--- src/rtl/ppf_pkg.sv ---
// Shared definitions for the polyphase filter front end: frame sequencer state
// encoding and default phase geometry.
package ppf_pkg;

   localparam int PPF_N_PHASE = 8;
   localparam int PPF_PHASE_W = $clog2(PPF_N_PHASE);

   typedef enum logic [1:0] {
      ST_IDLE = 2'd0,
      ST_WAIT = 2'd1,
      ST_RUN  = 2'd2,
      ST_PAD  = 2'd3
   } ppf_state_t;

endpackage

--- src/rtl/ppf_frame_ctrl.sv ---
// Frame sequencer between the AXI-Stream input and the N-phase commutator:
// tags samples with a phase index, zero-pads short frames and counts frames.
module ppf_frame_ctrl
   import ppf_pkg::*;
#(
   parameter int TDATA_WIDTH = 32,
   parameter int N_PHASE     = PPF_N_PHASE,
   parameter int CNT_WIDTH   = 16,
   localparam int PHASE_W    = $clog2(N_PHASE)
) (
   input  logic                   ACLK,
   input  logic                   ARESETn,
   input  logic                   enable_i,
   input  logic                   pp_ready_i,
   input  logic                   clr_err_i,
   input  logic [TDATA_WIDTH-1:0] TDATA,
   input  logic                   TVALID,
   input  logic                   TLAST,
   output logic                   TREADY,
   output logic                   smp_valid_o,
   output logic [TDATA_WIDTH-1:0] smp_data_o,
   output logic [PHASE_W-1:0]     smp_phase_o,
   output logic                   smp_pad_o,
   output logic                   frame_done_o,
   output logic [CNT_WIDTH-1:0]   frame_cnt_o,
   output logic                   short_frame_o
);

   ppf_state_t             r_state;
   ppf_state_t             w_state_nxt;
   logic [PHASE_W-1:0]     r_phase;
   logic                   r_smp_valid;
   logic [TDATA_WIDTH-1:0] r_smp_data;
   logic [PHASE_W-1:0]     r_smp_phase;
   logic                   r_smp_pad;
   logic                   r_frame_done;
   logic [CNT_WIDTH-1:0]   r_frame_cnt;
   logic                   r_short;

   logic w_hs;
   logic w_pad_cyc;
   logic w_adv;
   logic w_last_ph;
   logic w_frame_end;
   logic w_short_set;

   // TREADY decodes registered state only, so it never depends on TVALID.
   assign TREADY      = (r_state == ST_RUN);
   assign w_hs        = TVALID & TREADY;
   assign w_pad_cyc   = (r_state == ST_PAD);
   assign w_adv       = w_hs | w_pad_cyc;
   assign w_last_ph   = (r_phase == PHASE_W'(N_PHASE - 1));
   assign w_frame_end = w_adv & w_last_ph;
   assign w_short_set = w_hs & TLAST & ~w_last_ph;

   always_ff @(posedge ACLK or negedge ARESETn) begin
      if (!ARESETn) begin
         r_state <= ST_IDLE;
      end else begin
         r_state <= w_state_nxt;
      end
   end

   always_comb begin
      w_state_nxt = r_state;
      case (r_state)
         ST_IDLE: begin
            if (enable_i) w_state_nxt = ST_WAIT;
         end
         ST_WAIT: begin
            if (!enable_i)       w_state_nxt = ST_IDLE;
            else if (pp_ready_i) w_state_nxt = ST_RUN;
         end
         ST_RUN, ST_PAD: begin
            // A started frame always completes; enable_i is only sampled at its end.
            if (w_frame_end) begin
               if (enable_i && pp_ready_i) w_state_nxt = ST_RUN;
               else if (enable_i)          w_state_nxt = ST_WAIT;
               else                        w_state_nxt = ST_IDLE;
            end else if (w_short_set) begin
               w_state_nxt = ST_PAD;
            end
         end
         default: w_state_nxt = ST_IDLE;
      endcase
   end

   always_ff @(posedge ACLK or negedge ARESETn) begin
      if (!ARESETn) begin
         r_phase      <= '0;
         r_smp_valid  <= 1'b0;
         r_smp_data   <= '0;
         r_smp_phase  <= '0;
         r_smp_pad    <= 1'b0;
         r_frame_done <= 1'b0;
         r_frame_cnt  <= '0;
         r_short      <= 1'b0;
      end else begin
         r_smp_valid  <= w_adv;
         r_smp_pad    <= w_pad_cyc;
         r_frame_done <= w_frame_end;
         if (w_adv) begin
            r_smp_data  <= w_hs ? TDATA : '0;
            r_smp_phase <= r_phase;
            r_phase     <= r_phase + PHASE_W'(1);
         end
         if (w_frame_end) r_frame_cnt <= r_frame_cnt + CNT_WIDTH'(1);
         // A new short frame wins over a simultaneous clear.
         if (w_short_set)    r_short <= 1'b1;
         else if (clr_err_i) r_short <= 1'b0;
      end
   end

   assign smp_valid_o   = r_smp_valid;
   assign smp_data_o    = r_smp_data;
   assign smp_phase_o   = r_smp_phase;
   assign smp_pad_o     = r_smp_pad;
   assign frame_done_o  = r_frame_done;
   assign frame_cnt_o   = r_frame_cnt;
   assign short_frame_o = r_short;

endmodule
--- config.mk ---
export PLATFORM = sky130hd
export DESIGN_NAME = ppf_frame_ctrl
export DESIGN_NICKNAME = d
export VERILOG_FILES = /design/src/rtl/ppf_pkg.sv /design/src/rtl/ppf_frame_ctrl.sv
export SDC_FILE = /design/constraint.sdc
export NUM_CORES = 1
export LEC_CHECK = 0
export ABC_AREA = 1
export BUFFER_PORTS_ARGS = -buffer_cell sky130_fd_sc_hd__buf_2
export CAP_MARGIN = 40
export CORE_AREA = 2 2 74 76
export DETAILED_ROUTE_END_ITERATION = 10
export DIE_AREA = 0 0 76 78
export GPL_TIMING_DRIVEN = 0
export PLACE_DENSITY = 0.85
export SLEW_MARGIN = 20
export SYNTH_ARGS = -nofsm -noshare
export SYNTH_HDL_FRONTEND = slang
export SYNTH_SLANG_ARGS = --single-unit
--- constraint.sdc ---
create_clock -name ACLK -period 3.1 [get_ports ACLK]
set_clock_uncertainty 0.1 [all_clocks]
set_input_delay 0.93 -clock ACLK [delete_from_list [all_inputs] [get_ports ACLK]]
set_output_delay 0.93 -clock ACLK [all_outputs]
set_load 0.03 [all_outputs]
# Word-level counts from Yosys, hierarchy flattened
# Cells that the tools add are included.
# word_totals
rom_bits	0
ram_bits	0
word_cells	40
output_inout_bits	56
latch_bits	0
in_bits	39
regBits	60
n_memories	0
# op_classes
n_reduce_logical	5
multipliers	0
magnitude_cmp	0
n_mux	11
bitwise_logic	6
div	0
addsub	2
n_eq_ne	7
shifts	0
# op_table
operator	n
32-bit two-way mux	1
16-bit by 1-bit adder with 16-bit output (second input constant)	1
2-bit two-way mux	6
3-bit inequality test (second input constant)	2
2-bit one-hot mux with 3 select lines	1
1-bit AND	4
2-bit == test (second input constant)	2
3-bit by 1-bit adder with 3-bit output (second input constant)	1
3-bit == test (second input constant)	1
1-bit two-way mux	3
3-bit AND reduction	1
2-bit by 1-bit == test with 1-bit output (second input constant)	1
2-bit zero test	1
2-bit inequality test (second input constant)	1
2-bit nonzero test	1
2-bit OR reduction	1
1-bit logical AND	1
1-bit inverter	1
1-bit bitwise OR	1

# Logic depth before layout (Yosys ltp)
# Gate-level depths: netlist (run 1).
# depth
word_depth	7
mapped_depth	10
ltp_nobuf	10

# Least setup slack after synthesis (run 1)
# No wires, ideal clock.
# synth_path
path_kind	flip-flop to output port
start	reg r_state[1]
end	out TREADY
t_arrival_ns	0.890
n_path_buf	1
slack_ns	1.180
path_stages_with_launch	4
t_required_ns	2.070
path_cell_list	dfrtp_1 inv_1 nor2_4 buf_6
# synth_between
elab_chain_cells	1
# synth_lines
element	line_no	text
from (decl)	ppf_frame_ctrl.sv:29	ppf_state_t r_state;
from (signal assigned)	ppf_frame_ctrl.sv:60	r_state <= w_state_nxt;
2-bit == test	ppf_frame_ctrl.sv:48	assign TREADY = (r_state == ST_RUN);
to (decl)	ppf_frame_ctrl.sv:19	output logic TREADY,
# Every way passes these cells.

# Worst setup path in the final report (run 1)
# Ends and elaborated chain as after synthesis.

==> results.txt, run 1 <==
status -> complete, no violations
Worst path slowest cell -> dfrtp_1
area grow syn2layout -> 30.0%
min Tclk post-route -> 2.56 ns
commonest cells in the synthesized netlist -> nand2_1, dfrtp_1, a32o_1, inv_1, nor2_1
dpl ws -> 0.885 ns
CTS resizes -> 0
Synth Register Bits -> 60
largest family of logic cells by synthesized area -> simple AND/OR/NAND/NOR gates
CTS Hold Bufs -> 0
crit end category -> output port
fmax -> 391 MHz
GRT overflow -> 0
clock sink count -> 60
Initial Utilization -> 52.5%
row count -> 26
adder-cell share of the synthesized area -> 1.42%
Synth cell types -> 26
Net Switching -> 1.53 mW
Post-synth top flop -> dfrtp_1
Synth Area in Simple Gates -> 17.4%
R2R Path Start -> r_phase[0]
# diodes -> 0
Top delay family on crit path -> buffers and inverters
path type of the worst min-delay path -> reg -> reg
ys async rst share -> 100%
TritonCTS clock tree -> yes
top cells by area, synth -> dfrtp_1, a32o_1, nand2_1
Yosys warnings -> 0
Layout fillers -> 400
top-count cell post-synth -> nand2_1
WP buf/inv -> 3
DIE WIDTH -> 76 um
ratio of cells with drive above 1 in the final layout -> 36.5%
post-synthesis sequential area ratio -> 56.8%
EDFF count, synth -> 0
vias after detailed routing -> 2,235
all-layer global routing usage -> 21.0%
Setup violations, final -> 0
Post-DRT Antenna Nets -> 0
Yosys top cell area share -> 56.8%
First DRT Iteration DRCs -> 114
CP max FO -> 10
First-pass DRT Iterations -> 4
placed cells -> 408
crit path from -> r_state[1]
Routed WL -> 5.85 mm
Least-Margin Pin Slew -> 0.745 ns
HPWL after detailed placement -> 4.21 mm
# port buffers -> 93
Slew headroom -> 50.3%
Sw Share -> 41.4%
M2 GR Usage -> 35.4%
Avg Synthesized Cell Area -> 10.8 um^2
CTS clock-pin slew for the worst setup and hold paths -> 0.07 ns
CTS H-tree lvls -> 3
M1 GR Usage -> 26.1%
later-pin clock latency in the skew report -> 0.33 ns
max cap viols -> 0
CORE AREA -> 5040 um^2
cell area after synthesis -> 2650 um^2
critical path class -> reg -> out
Critical Path RT -> 2.07 ns
vias in the first global route -> 2,093
WP data arrival -> 1.53 ns
Pins Over Slew Limit -> 0
pwr dens -> 1080 nW/um^2
post-synthesis mux area share -> 0%
cell count after synthesis -> 245
final hold vios -> 0
Via density -> 5.28
clock root buffer -> clkbuf_8
CP Cell Sequence -> inv_1 -> nor2_4 -> buf_6 -> buf_2
Compound-Gate Fraction of Synth Area -> 14.6%
pin count of the biggest net entering global routing -> 61
Residual DRC -> 0
Pint -> 2.17 mW
initial antenna violation count -> 0
leakage -> 1.78 nW
hold path start -> smp_phase_o[0]
combinational share of power -> 43.6%
GRT busiest layer -> met2
Tcrit/Tclk final -> 82.5%
met3 Use GR -> 4.19%
CTS Buf Count -> 9
Critical Path Start Type -> flip-flop
final hold slack -> 0.383 ns
Setup WS post-layout -> 0.541 ns
Pwr Total -> 3.70 mW
VDD IR max -> 0.000446 V
height of the die -> 78 um
largest area contributor in the netlist -> dfrtp_1
CTS Buffer Depth -> 2
syn nets -> 287
CP max stage delay -> 0.47 ns
RSZ-0062 raised after global routing -> false
mean routed wirelength per cell -> 13.8 um
# Post-CTS Setup Buffers -> 0
Fin Setup TNS -> 0 ns
Post-Synth XOR/XNOR Area -> 2.98%
die area -> 5930 um^2
Final GP Congestion -> 0.822
sequential power share -> 33.6%
Clock Power Share -> 22.8%
IO Count -> 95
Final #Nets -> 391
Post-Layout Cell Count -> 423
first-pass GRT wire length -> 9.78 mm
cell type report:
class	instances	area, um^2	area share (%)
plain buffers	13	111	3.24
clock buffers	10	138	4.00
clock inverters	5	100	2.91
inverters	18	70.1	2.04
multi-input cells	154	962	28.0
flip-flops and latches	60	1500	43.7
well taps	70	87.6	2.55
repair buffers	93	468	13.6
path summary, 6_finish.rpt:
path / end / slack, ns / depth (start not counted)
setup / recovery: TREADY / 0.54 / 4
hold / removal: smp_phase_o[0] / 0.38 / 2
setup reg to reg: r_state[0] / 1.35 / 10
hold reg to reg: smp_phase_o[0] / 0.38 / 2
max in group asynchronous: frame_cnt_o[11] / 1.84 / 1
min in group asynchronous: smp_data_o[10] / 0.55 / 1
power groups by stage:
stage	clock network, mW	logic (mW)	registers (mW)
after floorplan	0	0.667	1.75
final	0.844	1.61	1.24
after global routing	0.895	1.72	1.29
after global placement	0	1.59	1.23
after detailed placement	0	1.63	1.25
after CTS	0.861	1.63	1.24
routing by layer:
metal,vias to the layer above,part of all wire (%)
met4,0,1.5
met5,-,0
li1,1060,-
met2,90,49
met1,1076,43
met3,9,6.5
worst min-delay path: cells and delay by family, from the launching register on:
kind | cells | cell delay [ns]
and+or+nand+nor | 2 | 0.11
DFF | 1 | 0.34
placed cells by master, fill, tap and decap left out, types with 2 or more instances in the layout:
cell type / synthesis / layout
nor3_1: 2 / 2
xnor2_1: 5 / 5
ha_1: 3 / 3
o21ai_0: 7 / 7
inv_1: 17 / 17
a32o_1: 32 / 32
clkbuf_1: 2 / 2
clkinv_2: 0 / 2
nor2_1: 15 / 15
clkbuf_8: 0 / 10
nand3_1: 8 / 8
bufinv_16: 0 / 3
buf_2: 1 / 93
nand2_1: 61 / 61
nand4_1: 4 / 4
nand3b_1: 2 / 2
nand2_2: 2 / 2
xor2_1: 4 / 4
nor2_4: 4 / 4
buf_6: 8 / 8
dfrtp_1: 60 / 60
state kept, by name, indices dropped and copies added, names as in the netlist:
name           count
smp_pad_o          1
r_state            2
smp_phase_o        3
short_frame_o      1
r_phase            3
smp_valid_o        1
frame_done_o       1
smp_data_o        32
frame_cnt_o       16
metrics by stage:
stage	area, um^2	util, %
2_1_floorplan	2650	-
3_3_place_gp	3200	63.4
3_5_place_dp	3200	63.5
4_1_cts	3440	68.2
5_1_grt	3440	68.2
6_report	3440	68.2
logic make-up after synthesis:
group | Yosys count
AND/OR/NAND/NOR | 100
XOR/XNOR | 9
buffers and inverters | 31
flip-flops | 60
adder cells (fa/ha/maj) | 3
AO/OA/AOI/OAI | 42
No activity file was read; power rests on OpenSTA's default activity.
==> run 2, diff against run 1 <==
--- a/config.mk
+++ b/config.mk
@@ -5,14 +5,14 @@
 export SDC_FILE = /design/constraint.sdc
 export NUM_CORES = 1
 export LEC_CHECK = 0
-export ABC_AREA = 1
+export ABC_AREA = 0
 export BUFFER_PORTS_ARGS = -buffer_cell sky130_fd_sc_hd__buf_2
 export CAP_MARGIN = 40
-export CORE_AREA = 2 2 74 76
+export CORE_AREA = 2 2 79 81
 export DETAILED_ROUTE_END_ITERATION = 10
-export DIE_AREA = 0 0 76 78
+export DIE_AREA = 0 0 81 83
 export GPL_TIMING_DRIVEN = 0
-export PLACE_DENSITY = 0.85
+export PLACE_DENSITY = 0.76
 export SLEW_MARGIN = 20
 export SYNTH_ARGS = -nofsm -noshare
 export SYNTH_HDL_FRONTEND = slang
==> constraint.sdc (replaced) <==
create_clock -name ACLK -period 2.15 [get_ports ACLK]
set_clock_uncertainty 0.1 [all_clocks]
set_input_delay 0.645 -clock ACLK [delete_from_list [all_inputs] [get_ports ACLK]]
set_output_delay 0.645 -clock ACLK [all_outputs]
set_load 0.03 [all_outputs]
==> run 2 against run 1 <==
Net effect: hold slack got worse by 0.095 ns; count of clock-buffer cells in the layout rose by 2; global-route usage fell by 2.4 points; synthesized cell count fell by 0.41%; sequential share of layout area rose by 1.7 points; via count fell by 5.8%; combinational power rose by 23%; non-clock buffer count did not move; routed wire length fell by 3.4%; synthesized area fell by 5.8%; first-iteration DRC count fell by 52%; critical path type unchanged.
==> results.txt, run 2 <==
leakage -> 1.91 nW (+6.8%)
mean routed wirelength per cell -> 13.2 um (-4.7%)
IO Count -> 95 (unchanged)
GRT overflow -> 0 (unchanged)
pin count of the biggest net entering global routing -> 61 (unchanged)
CTS resizes -> 0 (unchanged)
commonest cells in the synthesized netlist -> nand2_1, dfrtp_1, nand3_1, xnor2_1, inv_1
HPWL after detailed placement -> 4.11 mm (-2.3%)
Initial Utilization -> 42.9% (-9.6 points)
Synth cell types -> 29 (+12%)
Critical Path RT -> 1.40 ns (-0.67 ns)
Slew headroom -> 50.3% (about the same)
Post-DRT Antenna Nets -> 0 (unchanged)
CTS H-tree lvls -> 3 (unchanged)
WP data arrival -> 1.24 ns (-0.29 ns)
crit end category -> output port
vias in the first global route -> 2,131 (+1.8%)
Final Core Density -> 56.9% (-11 points)
Yosys warnings -> 0 (unchanged)
Layout fillers -> 569 (+42%)
final hold vios -> 0 (unchanged)
CORE AREA -> 5820 um^2 (+15%)
TritonCTS clock tree -> yes
Yosys top cell area share -> 60.2% (+3.5 points)
CTS Hold Bufs -> 0 (unchanged)
# Post-CTS Setup Buffers -> 0 (unchanged)
Critical Path Start Type -> flip-flop
DIE WIDTH -> 81 um (+6.6%)
ratio of cells with drive above 1 in the final layout -> 35.6% (-0.95 points)
Post-synth top flop -> dfrtp_1
status -> complete, no violations
syn nets -> 286 (-0.35%)
post-synthesis sequential area ratio -> 60.2% (+3.5 points)
Least-Margin Pin Slew -> 0.745 ns (-0.000527 ns)
EDFF count, synth -> 0 (unchanged)
Finished Cell Area -> 3310 um^2 (-3.7%)
max cap viols -> 0 (unchanged)
Synth Register Bits -> 60 (unchanged)
largest area contributor in the netlist -> dfrtp_1
vias after detailed routing -> 2,105 (-5.8%)
CP max FO -> 10 (unchanged)
Setup violations, final -> 0 (unchanged)
CTS Buffer Depth -> 2 (unchanged)
# port buffers -> 94 (+1.1%)
clock root buffer -> clkbuf_8
top-count cell post-synth -> nand2_1
final hold slack -> 0.287 ns (-0.0953 ns)
First DRT Iteration DRCs -> 55 (-52%)
most common cell after layout, fill and taps aside -> buf_2
max reg flops -> 32 (unchanged)
row count -> 28 (+7.7%)
all-layer global routing usage -> 18.5% (-2.4 points)
First-pass DRT Iterations -> 4 (unchanged)
RSZ-0062 raised after global routing -> false
Via density -> 4.91 (-7.1%)
cell area after synthesis -> 2490 um^2 (-5.8%)
die area -> 6720 um^2 (+13%)
Tcrit/Tclk final -> 92.2%
ys async rst share -> 100% (unchanged)
CP Cell Sequence -> buf_4 -> nor2b_2 -> buf_2
Avg Synthesized Cell Area -> 10.2 um^2 (-5.4%)
first-pass GRT wire length -> 9.76 mm (-0.21%)
area grow syn2layout -> 32.8%
most frequent cells in the layout -> buf_2, nand2_1, dfrtp_1, nand3_1
pwr dens -> 1490 nW/um^2 (+39%)
clock sink count -> 60 (unchanged)
Residual DRC -> 0 (unchanged)
Worst path slowest cell -> dfrtp_1
VDD IR max -> 0.000740 V (+66%)
later-pin clock latency in the skew report -> 0.32 ns (about the same)
# diodes -> 0 (unchanged)
Pins Over Slew Limit -> 0 (unchanged)
Final #Nets -> 391 (unchanged)
Fin Setup TNS -> 0 ns (unchanged)
CTS clock-pin slew for the worst setup and hold paths -> 0.06 ns (about the same)
initial antenna violation count -> 0 (unchanged)
Final GP Congestion -> 0.709 (-14%)
height of the die -> 83 um (+6.4%)
top cells by area, synth -> dfrtp_1, nand2_1, nand3_1
DP Area -> 3060 um^2 (-4.4%)
Routed WL -> 5.65 mm (-3.4%)
path type of the worst min-delay path -> in -> async
cell count after synthesis -> 244 (-0.41%)
critical path class -> reg -> out
min Tclk post-route -> 1.98 ns
fmax -> 505 MHz
CTS Buf Count -> 9 (unchanged)
CP max stage delay -> 0.36 ns (-0.11 ns)
## run 2: final cells by class
type | instances | area, um^2 | area share, %
Clock buffer | 12 | 155 | 4.69
Sequential cell | 60 | 1500 | 45.4
Inverter | 6 | 22.5 | 0.681
Buffer | 12 | 57.6 | 1.74
Tap cell | 75 | 93.8 | 2.84
Timing Repair Buffer | 94 | 473 | 14.3
Multi-Input combinational cell | 166 | 911 | 27.5
Clock inverter | 4 | 95.1 | 2.87
## run 2: through the flow
step | cells | setup WS, ns | power [mW]
6_report | 429 | 0.168 | 4.94
5_1_grt | 429 | 0.0880 | 5.26
3_5_place_dp | 413 | 0.282 | 3.74
2_1_floorplan | 244 | 0.525 | 3.10
3_3_place_gp | 413 | 0.190 | 3.66
4_1_cts | 429 | 0.140 | 5.01
## run 2: path summary, 6_finish.rpt
kind | to | startpoint | cells after the start | slack (ns)
hold / removal | frame_cnt_o[4] | ARESETn | 1 | 0.29
setup / recovery | TREADY | r_state[0] | 3 | 0.17
min in group ACLK | frame_cnt_o[15] | frame_cnt_o[15] | 1 | 0.39
hold reg to reg | frame_cnt_o[15] | frame_cnt_o[15] | 1 | 0.39
setup reg to reg | frame_cnt_o[8] | r_phase[0] | 6 | 0.34
max in group asynchronous | r_phase[2] | ARESETn | 1 | 1.18
## run 2: per-layer routing
| layer | wire length, um | global-route usage, % | vias up | part of all wire [%] |
|---|---|---|---|---|
| li1 | - | - | 1009 | - |
| met1 | 2340 | 22.7 | 1016 | 41 |
| met2 | 2890 | 31.0 | 72 | 51 |
| met3 | 364 | 4.78 | 8 | 6.4 |
| met4 | 61 | 6.93 | 0 | 1.1 |
| met5 | 0 | 0 | - | 0 |
## run 2: power breakdown
group | switching, mW | internal, mW | total, mW
Sequential | 0.204 | 1.50 | 1.70
Clock | 0.422 | 0.832 | 1.25
Combinational | 1.38 | 0.600 | 1.98
## run 2: cell families after synthesis
logic type / synth area share [%]
AND/OR/NAND/NOR: 24.3
multiplexers: 2.26
flip-flops: 60.2
adder cells (fa/ha/maj): 1.51
buffers and inverters: 3.21
XOR/XNOR: 5.62
AO/OA/AOI/OAI: 2.81
## run 2: worst max-delay path: cells and delay by family (launching register included)
family	cells	cell delay (ns)
AND/OR/NAND/NOR	1	0.16
buffers and inverters	2	0.39
flip-flops	1	0.36
==> run 3, diff against run 2 <==
--- a/config.mk
+++ b/config.mk
@@ -8,11 +8,12 @@
 export ABC_AREA = 0
 export BUFFER_PORTS_ARGS = -buffer_cell sky130_fd_sc_hd__buf_2
 export CAP_MARGIN = 40
-export CORE_AREA = 2 2 79 81
+export CORE_AREA = 2 2 78 80
+export CTS_BUF_LIST = sky130_fd_sc_hd__clkbuf_4 sky130_fd_sc_hd__clkbuf_8
 export DETAILED_ROUTE_END_ITERATION = 10
-export DIE_AREA = 0 0 81 83
+export DIE_AREA = 0 0 80 82
 export GPL_TIMING_DRIVEN = 0
-export PLACE_DENSITY = 0.76
+export PLACE_DENSITY = 0.77
 export SLEW_MARGIN = 20
 export SYNTH_ARGS = -nofsm -noshare
 export SYNTH_HDL_FRONTEND = slang
==> run 3 against run 2 <==
Net effect: register-to-register slack improved by 0.03 ns; highest routed layer unchanged; count of clock-buffer cells in the layout decreased by 1; cell area decreased by 1.0%; hold slack improved by 0.10 ns; maximum frequency up 1.4%; combinational power is essentially flat; routed wire length fell by 4.9%.
==> results.txt, run 3 (same netlist as run 2, synthesis figures left out) <==
First DRT Iteration DRCs -> 58 (+5.5%)
clock sink count -> 60 (unchanged)
most frequent cells in the layout -> buf_2, nand2_1, dfrtp_1, nand3_1, xnor2_1
Critical Path Start Type -> flip-flop
CTS H-tree lvls -> 3 (unchanged)
max reg flops -> 32 (unchanged)
register area -> 1500 um^2 (unchanged)
pin count of the biggest net entering global routing -> 61 (unchanged)
# diodes -> 0 (unchanged)
Pins Over Slew Limit -> 0 (unchanged)
row count -> 28 (unchanged)
Residual DRC -> 0 (unchanged)
ratio of cells with drive above 1 in the final layout -> 35.6% (unchanged)
IO Count -> 95 (unchanged)
CTS Buffer Depth -> 2 (unchanged)
path type of the worst min-delay path -> reg -> reg
Post-DRT Antenna Nets -> 0 (unchanged)
height of the die -> 82 um (-1.2%)
Layout fillers -> 523 (-8.1%)
first-pass GRT wire length -> 8.79 mm (-9.9%)
clock root buffer -> clkbuf_8
Routed WL -> 5.38 mm (-4.9%)
CTS clock-pin slew for the worst setup and hold paths -> 0.06 ns (about the same)
crit end category -> output port
CTS Buf Count -> 9 (unchanged)
fmax -> 511 MHz (+1.4%)
Post-Layout Cell Count -> 429 (unchanged)
final hold vios -> 0 (unchanged)
critical path class -> reg -> out
First-pass DRT Iterations -> 4 (unchanged)
TritonCTS clock tree -> yes
most common cell after layout, fill and taps aside -> buf_2
Critical Path RT -> 1.40 ns (about the same)
Via density -> 4.85 (-1.1%)
Fin Setup TNS -> 0 ns (unchanged)
Least-Margin Pin Slew -> 0.480 ns (-0.265 ns)
status -> complete, no violations
# port buffers -> 94 (unchanged)
HPWL after detailed placement -> 3.77 mm (-8.4%)
Slew headroom -> 68.0% (+18 points)
DIE WIDTH -> 80 um (-1.2%)
max cap viols -> 0 (unchanged)
mean routed wirelength per cell -> 12.5 um (-4.9%)
# Post-CTS Setup Buffers -> 0 (unchanged)
vias after detailed routing -> 2,081 (-1.1%)
VDD IR max -> 0.000735 V (-0.68%)
Initial Utilization -> 43.4% (+0.52 points)
Tcrit/Tclk final -> 90.9% (-1.2 points)
CORE AREA -> 5750 um^2 (-1.2%)
all-layer global routing usage -> 17.4% (-1.1 points)
GRT overflow -> 0 (unchanged)
die area -> 6560 um^2 (-2.4%)
min Tclk post-route -> 1.96 ns (-0.0265 ns)
Setup violations, final -> 0 (unchanged)
initial antenna violation count -> 0 (unchanged)
WP data arrival -> 1.21 ns (-0.03 ns)
leakage -> 1.89 nW (-0.73%)
pwr dens -> 1410 nW/um^2 (-5.3%)
Final GP Congestion -> 0.728 (+2.8%)
area grow syn2layout -> 31.4%
area of the multi-input gates -> 911 um^2 (unchanged)
vias in the first global route -> 2,003 (-6.0%)
Final #Nets -> 393 (+0.51%)
placed cells -> 413 (unchanged)
RSZ-0062 raised after global routing -> false
CP max FO -> 10 (unchanged)
later-pin clock latency in the skew report -> 0.32 ns (about the same)
run 3: cell types whose count changed in the layout (fill, tap and decap cells not counted), sizes merged:
cell	previous run	this run
clkbuf	15	14
bufinv	3	1
dlygate4sd3	0	1
buf	103	104
clkinv	1	2
run 3: where the power goes:
group	leakage (nW)	switching [mW]	internal [mW]	total, mW
clock network	0.0959	0.396	0.545	0.941
logic	1.01	1.38	0.608	1.99
registers	0.791	0.207	1.50	1.70
total	1.89	1.98	2.65	4.63
run 3: worst paths after layout:
kind | from | endpoint | cells after the start | slack [ns]
setup / recovery | r_state[0] | TREADY | 3 | 0.19
hold / removal | frame_cnt_o[8] | frame_cnt_o[8] | 1 | 0.39
setup reg to reg | r_phase[0] | frame_cnt_o[8] | 6 | 0.37
hold reg to reg | frame_cnt_o[8] | frame_cnt_o[8] | 1 | 0.39
max in group asynchronous | ARESETn | frame_cnt_o[11] | 3 | 0.92
min in group asynchronous | ARESETn | frame_cnt_o[9] | 2 | 0.56
run 3: what timing repair did:
item | in CTS | in global routing
hold buffers | 0 | 1
hold endpoints to repair | 0 | 1
gates resized for setup | 0 | 0
run 3: stage by stage:
stage	utilization, %	instance area, um^2	total power, mW	hold slack (ns)	setup slack, ns
final	57.0	3280	4.63	0.389	0.195
after global routing	57.0	3280	4.95	0.398	0.0892
after CTS	56.4	3240	4.68	0.317	0.170
after detailed placement	53.2	3060	3.72	0.379	0.313
after global placement	53.2	3060	3.65	0.356	0.212
after floorplan	-	2490	3.10	0.249	0.525
run 3: final cells by class:
class | count | share of cell area [%]
Timing Repair Buffer | 96 | 15.6
Clock buffer | 11 | 4.24
Inverter | 6 | 0.688
Clock inverter | 3 | 1.22
Tap cell | 75 | 2.86
Buffer | 12 | 1.76
Sequential cell | 60 | 45.8
Multi-Input combinational cell | 166 | 27.8
run 3: critical path: stages (launching register included):
cell,delay (ns)
dfrtp_1,0.36
buf_4,0.17
nor2b_2,0.14
buf_2,0.22
run 3: routing by layer:
| metal | routed length (um) | up-vias | global-route usage [%] |
|---|---|---|---|
| met5 | 0 | - | 0 |
| met4 | 59 | 0 | 8.47 |
| met3 | 340 | 8 | 4.95 |
| met2 | 2670 | 72 | 28.4 |
| met1 | 2300 | 988 | 21.3 |
| li1 | - | 1013 | - |
